<file path="src/rtl/video_pattern_gen.sv">
// Parametrised video timing and test-pattern source: sync/de/RGB from h/v counters,
// with the pattern selection and solid colour latched only at frame start.
module video_pattern_gen #(
    parameter int   COMPONENT_WIDTH = 8,
    parameter int   COUNTER_WIDTH   = 12,
    parameter int   FRAME_CNT_WIDTH = 16,
    parameter int   CHECKER_LOG2    = 5,
    parameter logic H_SYNC          = 1'b0,
    parameter logic V_SYNC          = 1'b0,
    parameter int   H_VISIBLE       = 640,
    parameter int   H_FRONTPORCH    = 16,
    parameter int   H_PULSE         = 96,
    parameter int   H_BACKPORCH     = 48,
    parameter int   V_VISIBLE       = 480,
    parameter int   V_FRONTPORCH    = 10,
    parameter int   V_PULSE         = 2,
    parameter int   V_BACKPORCH     = 33
) (
    input  logic                           clk,
    input  logic                           reset_n,
    input  logic                           enable,
    input  logic [2:0]                     pattern_sel,
    input  logic [3*COMPONENT_WIDTH-1:0]   fg_color,
    output logic                           hsync,
    output logic                           vsync,
    output logic                           de,
    output logic [3*COMPONENT_WIDTH-1:0]   data,
    output logic                           frame_start,
    output logic [2:0]                     active_pattern,
    output logic [FRAME_CNT_WIDTH-1:0]     frame_count
);

    localparam int CW      = COMPONENT_WIDTH;
    localparam int DW      = 3 * CW;
    localparam int H_TOTAL = H_PULSE + H_FRONTPORCH + H_VISIBLE + H_BACKPORCH;
    localparam int V_TOTAL = V_PULSE + V_FRONTPORCH + V_VISIBLE + V_BACKPORCH;
    localparam int HX0     = H_PULSE + H_FRONTPORCH;
    localparam int VY0     = V_PULSE + V_FRONTPORCH;
    localparam int BAR_W   = H_VISIBLE / 8;

    typedef logic [COUNTER_WIDTH-1:0]   cnt_t;
    typedef logic [FRAME_CNT_WIDTH-1:0] fcnt_t;

    cnt_t              h_q, h_d, v_q, v_d, x, y;
    cnt_t              bar_cnt_q, bar_cnt_d;
    logic [3:0]        bar_idx_q, bar_idx_d;
    logic              h_vis, v_vis, vis, fs;
    logic [2:0]        pat_eff;
    logic [DW-1:0]     fg_eff;
    logic              hsync_q, vsync_q, de_q, fs_q;
    logic [DW-1:0]     data_q, fg_q;
    logic [2:0]        pat_q;
    fcnt_t             fcnt_q;

    function automatic logic [DW-1:0] pixel(input logic [2:0] pat, input cnt_t px, input cnt_t py,
                                            input logic [3:0] bi, input logic [DW-1:0] fg);
        logic [2*COUNTER_WIDTH-1:0] yx;
        logic [CW-1:0]              ramp;
        pixel = '0;
        yx    = {py, px};
        ramp  = CW'(px);
        case (pat)
            3'd0: pixel = DW'(yx);
            // Bar index bits map straight onto inverted G,R,B: white,yellow,cyan,green,magenta,red,blue,black
            3'd1: if (bi < 4'd8) pixel = {{CW{~bi[1]}}, {CW{~bi[2]}}, {CW{~bi[0]}}};
            3'd2: pixel = {3{ramp}};
            3'd3: pixel = (px[CHECKER_LOG2] ^ py[CHECKER_LOG2]) ? '0 : '1;
            3'd4: pixel = fg;
            3'd5: if (px == '0 || px == cnt_t'(H_VISIBLE - 1) ||
                      py == '0 || py == cnt_t'(V_VISIBLE - 1)) pixel = '1;
            default: pixel = '0;
        endcase
    endfunction

    // Out-of-window counts wrap to large values, so a single upper-bound compare suffices
    assign x       = h_q - cnt_t'(HX0);
    assign y       = v_q - cnt_t'(VY0);
    assign h_vis   = x < cnt_t'(H_VISIBLE);
    assign v_vis   = y < cnt_t'(V_VISIBLE);
    assign vis     = h_vis && v_vis;
    assign fs      = enable && (h_q == '0) && (v_q == '0);
    assign pat_eff = fs ? pattern_sel : pat_q;
    assign fg_eff  = fs ? fg_color : fg_q;

    always_comb begin
        h_d       = h_q + cnt_t'(1);
        v_d       = v_q;
        bar_cnt_d = bar_cnt_q;
        bar_idx_d = bar_idx_q;
        if (h_q == cnt_t'(H_TOTAL - 1)) begin
            h_d = '0;
            v_d = (v_q == cnt_t'(V_TOTAL - 1)) ? '0 : v_q + cnt_t'(1);
        end
        if (h_d == cnt_t'(HX0)) begin
            bar_cnt_d = '0;
            bar_idx_d = '0;
        end else if (h_vis) begin
            if (bar_cnt_q == cnt_t'(BAR_W - 1)) begin
                bar_cnt_d = '0;
                if (bar_idx_q != 4'd8) bar_idx_d = bar_idx_q + 4'd1;
            end else begin
                bar_cnt_d = bar_cnt_q + cnt_t'(1);
            end
        end
    end

    always_ff @(posedge clk) begin
        if (!reset_n || !enable) begin
            h_q       <= '0;
            v_q       <= '0;
            bar_cnt_q <= '0;
            bar_idx_q <= '0;
            hsync_q   <= ~H_SYNC;
            vsync_q   <= ~V_SYNC;
            de_q      <= 1'b0;
            data_q    <= '0;
            fs_q      <= 1'b0;
            // Pattern state and frame count survive a disable, but not a reset
            if (!reset_n) begin
                pat_q  <= '0;
                fg_q   <= '0;
                fcnt_q <= '0;
            end
        end else begin
            h_q       <= h_d;
            v_q       <= v_d;
            bar_cnt_q <= bar_cnt_d;
            bar_idx_q <= bar_idx_d;
            hsync_q   <= (h_q < cnt_t'(H_PULSE)) ? H_SYNC : ~H_SYNC;
            vsync_q   <= (v_q < cnt_t'(V_PULSE)) ? V_SYNC : ~V_SYNC;
            de_q      <= vis;
            data_q    <= vis ? pixel(pat_eff, x, y, bar_idx_q, fg_eff) : '0;
            fs_q      <= fs;
            if (fs) begin
                pat_q  <= pattern_sel;
                fg_q   <= fg_color;
                fcnt_q <= fcnt_q + fcnt_t'(1);
            end
        end
    end

    assign hsync          = hsync_q;
    assign vsync          = vsync_q;
    assign de             = de_q;
    assign data           = data_q;
    assign frame_start    = fs_q;
    assign active_pattern = pat_q;
    assign frame_count    = fcnt_q;

endmodule

</file>
<file path="config.mk">
export PLATFORM = sky130hd
export DESIGN_NAME = video_pattern_gen
export DESIGN_NICKNAME = d
export VERILOG_FILES = /design/src/rtl/video_pattern_gen.sv
export SDC_FILE = /design/constraint.sdc
export NUM_CORES = 1
export LEC_CHECK = 0
export ABC_AREA = 1
export BUFFER_PORTS_ARGS = -buffer_cell sky130_fd_sc_hd__buf_2
export CAP_MARGIN = 10
export CORE_ASPECT_RATIO = 1.4
export CORE_MARGIN = 2
export CORE_UTILIZATION = 31
export CTS_BUF_LIST = sky130_fd_sc_hd__clkbuf_8
export DETAILED_ROUTE_END_ITERATION = 8
export GPL_TIMING_DRIVEN = 0
export PLACE_DENSITY_LB_ADDON = 0.3
export SLEW_MARGIN = 20
export SYNTH_ARGS = -nofsm -noshare
export SYNTH_HDL_FRONTEND = slang
export SYNTH_SLANG_ARGS = --single-unit
</file>
<file path="constraint.sdc">
create_clock -name clk -period 3.6 [get_ports clk]
set_input_delay 0.54 -clock clk [delete_from_list [all_inputs] [get_ports clk]]
set_output_delay 0.54 -clock clk [all_outputs]
set_load 0.1 [all_outputs]
</file>
==> impl_metrics.json <==
{
  "hold_ws_ns": 0.480,
  "tightest_slew_ns": 0.658,
  "fin_ws_ns": 0.942,
  "arrival_ns": 2.95,
  "first_pass_iters": 5,
  "dpl.hpwl_mm": 14.8,
  "wire_per_inst_um": 14.7,
  "place_ws_ns": 1.00,
  "area_growth_pct": 13.7,
  "grt_first_pass_wirelength_mm": 29.8,
  "ys_async_sr_fraction_pct": 0,
  "cts_sinks": 111,
  "p_sw_mw": 0.847,
  "drive_gt1_share_pct": 17.0,
  "setup_violations": 0,
  "io_pins": 77,
  "synth.area.top_cells": "dfxtp_1 (20%), edfxtp_1 (19%), nor2_1 (10%)",
  "crit_path_cell_trace": "inv_1 -> ha_1 -> nand2_1 -> nor3_4 -> nand3_4 -> buf_6 -> nand2_2 -> nand2_4 -> nand3_2 -> buf_6 -> nor2_1 -> nor2_1 -> nand3_1 -> nand2_1 -> inv_1",
  "cts_made_buffers": 9,
  "synth_edf_count": 43,
  "end_kind": "flop",
  "critPathLaunchType": "flop",
  "fin_crit_ns": 2.66,
  "p_clk_share_pct": 29.2,
  "cap_violations": 0,
  "most-common-layout-cells": "nor2_1 (180), nand2_1 (166), inv_1 (126)",
  "post_cts_resized": 0,
  "grt_start_max_net_pins": 28,
  "num-nets-final": 1051,
  "cts_setup_buffers": 0,
  "diodes": 0,
  "crit_required_ns": 3.89,
  "dieArea_sq_um": 23000,
  "clock_path_buffers": 2,
  "synth-seq-area-share_pct": 39.3,
  "grt_remaining_overflow": 0,
  "leakage_nw": 3.58,
  "grt_pass1_vias": 5971,
  "yosysTopAreaCellShare_pct": 20.2,
  "power.density_nw_per_um2": 346,
  "rsz0062_at_grt": "false",
  "clk_pin_slew_ns": 0.11,
  "drv_slew": 0,
  "h-tree-depth": 3,
  "portBuffers": 76,
  "maxSlewHeadroom_pct": 56.0,
  "power_mw": 2.65,
  "cts_hold_buf": 0,
  "skew_ns": 0.0160,
  "die_x_um": 129,
  "yosysUniqueCellTypes": 47,
  "critPathLaunch": "h_q[4]",
  "yosysTopAreaCell": "dfxtp_1",
  "via_per_inst": 4.82,
  "ir_drop_v": 0.000211,
  "max_clock_freq_mhz": 376,
  "root_buffer": "clkbuf_8",
  "worst-path-max-fanout": 10,
  "grt_use_total_pct": 16.6,
  "slowest_stage": "dfxtp_1",
  "internal_power_mw": 1.80,
  "seqPwrFrac_pct": 51.8,
  "start_util_pct": 31.7,
  "cp_num_buf_inv": 4,
  "num_rows": 63,
  "swShare_pct": 32.0,
  "hold_class": "primary input to flop",
  "drcViolationCount": 0,
  "die_h_um": 178,
  "status": "complete, no violations",
  "place_congestion": 0.909,
  "syn_area_per_cell_sq_um": 7.35,
  "comb_power_share_pct": 19.0,
  "path_class": "flop to flop",
  "r2r-start": "h_q[4]",
  "cp_top_family": "simple AND/OR/NAND/NOR gates",
  "synthesis.area_sq_um": 6740,
  "final_common_cell": "nor2_1",
  "vias": 6127,
  "min_from": "fg_color[2]",
  "core_area_sq_um": 21300,
  "post-route-period-util_pct": 73.8,
  "final_area_sq_um": 7660,
  "synth_warnings": 0,
  "synth_nets": 963,
  "synth-seq-cells": 111,
  "antenna_found_initial": 0,
  "drt_iter0_drc": 381,
  "synth_cells": 917,
  "clock_latency_ns": 0.40,
  "place_area_sq_um": 7470,
  "hold_viol": 0,
  "drtAntennaViolNets": 0,
  "finalSetupTns_ns": 0,
  "synthFlopType": "dfxtp_1",
  "cts_tree": "done",
  "wl_mm": 18.6,
  "slowest_delay_ns": 0.41
}
power groups by stage:
stage	clock, mW	sequential (mW)	combinational (mW)
floorplan	0	1.53	0.248
global placement	0	1.40	0.498
detailed placement	0	1.40	0.504
CTS	0.806	1.37	0.505
global route	0.840	1.38	0.545
finish	0.772	1.37	0.504
state kept, by name, indices dropped and copies added, names as in the netlist:
name,cells
frame_count,16
bar_idx_q,4
h_q,12
fg_q,24
hsync,1
v_q,12
de,1
bar_cnt_q,12
frame_start,1
active_pattern,3
vsync,1
data,24
worst reg2reg max path: cells and delay by family (launching register included):
kind,cells,cell delay (ns)
fa+ha+maj,1,0.22
buf+inv,4,0.61
flops,1,0.41
simple gates,10,1.32
layout make-up:
class,instances,area (sq um)
clock buffer,9,124
sequential,111,2650
multi-input combinational,646,3400
fill,2316,13600
inverter,133,500
buffer,27,194
clock inverter,7,72.6
tap,260,325
timing repair buffer,77,395
synthesized netlist by cell type (3+ instances only):
cell and number:
nor3_2 4, buf_6 10, inv_1 124, nand3_1 56
clkbuf_1 6, nand2_2 10, nand2_1 167, a21boi_0 4
nor2_4 5, nand3_4 4, nor2_2 9, ha_1 16
o31ai_1 3, buf_2 8, xor2_1 18, nor4_1 5
nand3_2 4, a21boi_1 18, o21ai_0 23, nand2_4 4
nor3_1 19, nor2_1 180, edfxtp_1 43, dfxtp_1 68
nand4_1 43, inv_2 8, a21oi_1 26, o21a_1 6
final timing paths:
check,to,slack (ns),depth (start not counted)
hold reg to reg,v_q[2],0.52,1
setup reg to reg,data[19],0.94,15
hold / removal,fg_q[2],0.48,3
setup / recovery,data[19],0.94,15
per-layer routing:
layer  routed length, um  global-route usage [%]  share of wire (%)
met4                 553                    6.48                3.0
met3                 601                    2.46                3.2
met2                9680                    30.6                 52
met1                7790                    19.2                 42
met5                   0                       0                  0
metrics by stage:
stage	utilization, %	instances
4_1_cts	36.0	1270
5_1_grt	36.0	1270
2_1_floorplan	-	917
6_report	36.0	1270
3_5_place_dp	35.1	1254
3_3_place_gp	35.0	1253
cells by family after synthesis:
| family | after synthesis | synth area share (%) |
|---|---|---|
| simple gates | 519 | 36.2 |
| buf+inv | 160 | 10.3 |
| xor+xnor | 19 | 2.47 |
| compound gates | 92 | 8.67 |
| fa+ha+maj | 16 | 2.97 |
| flops | 111 | 39.3 |
Power figures use the tool's default switching activity.
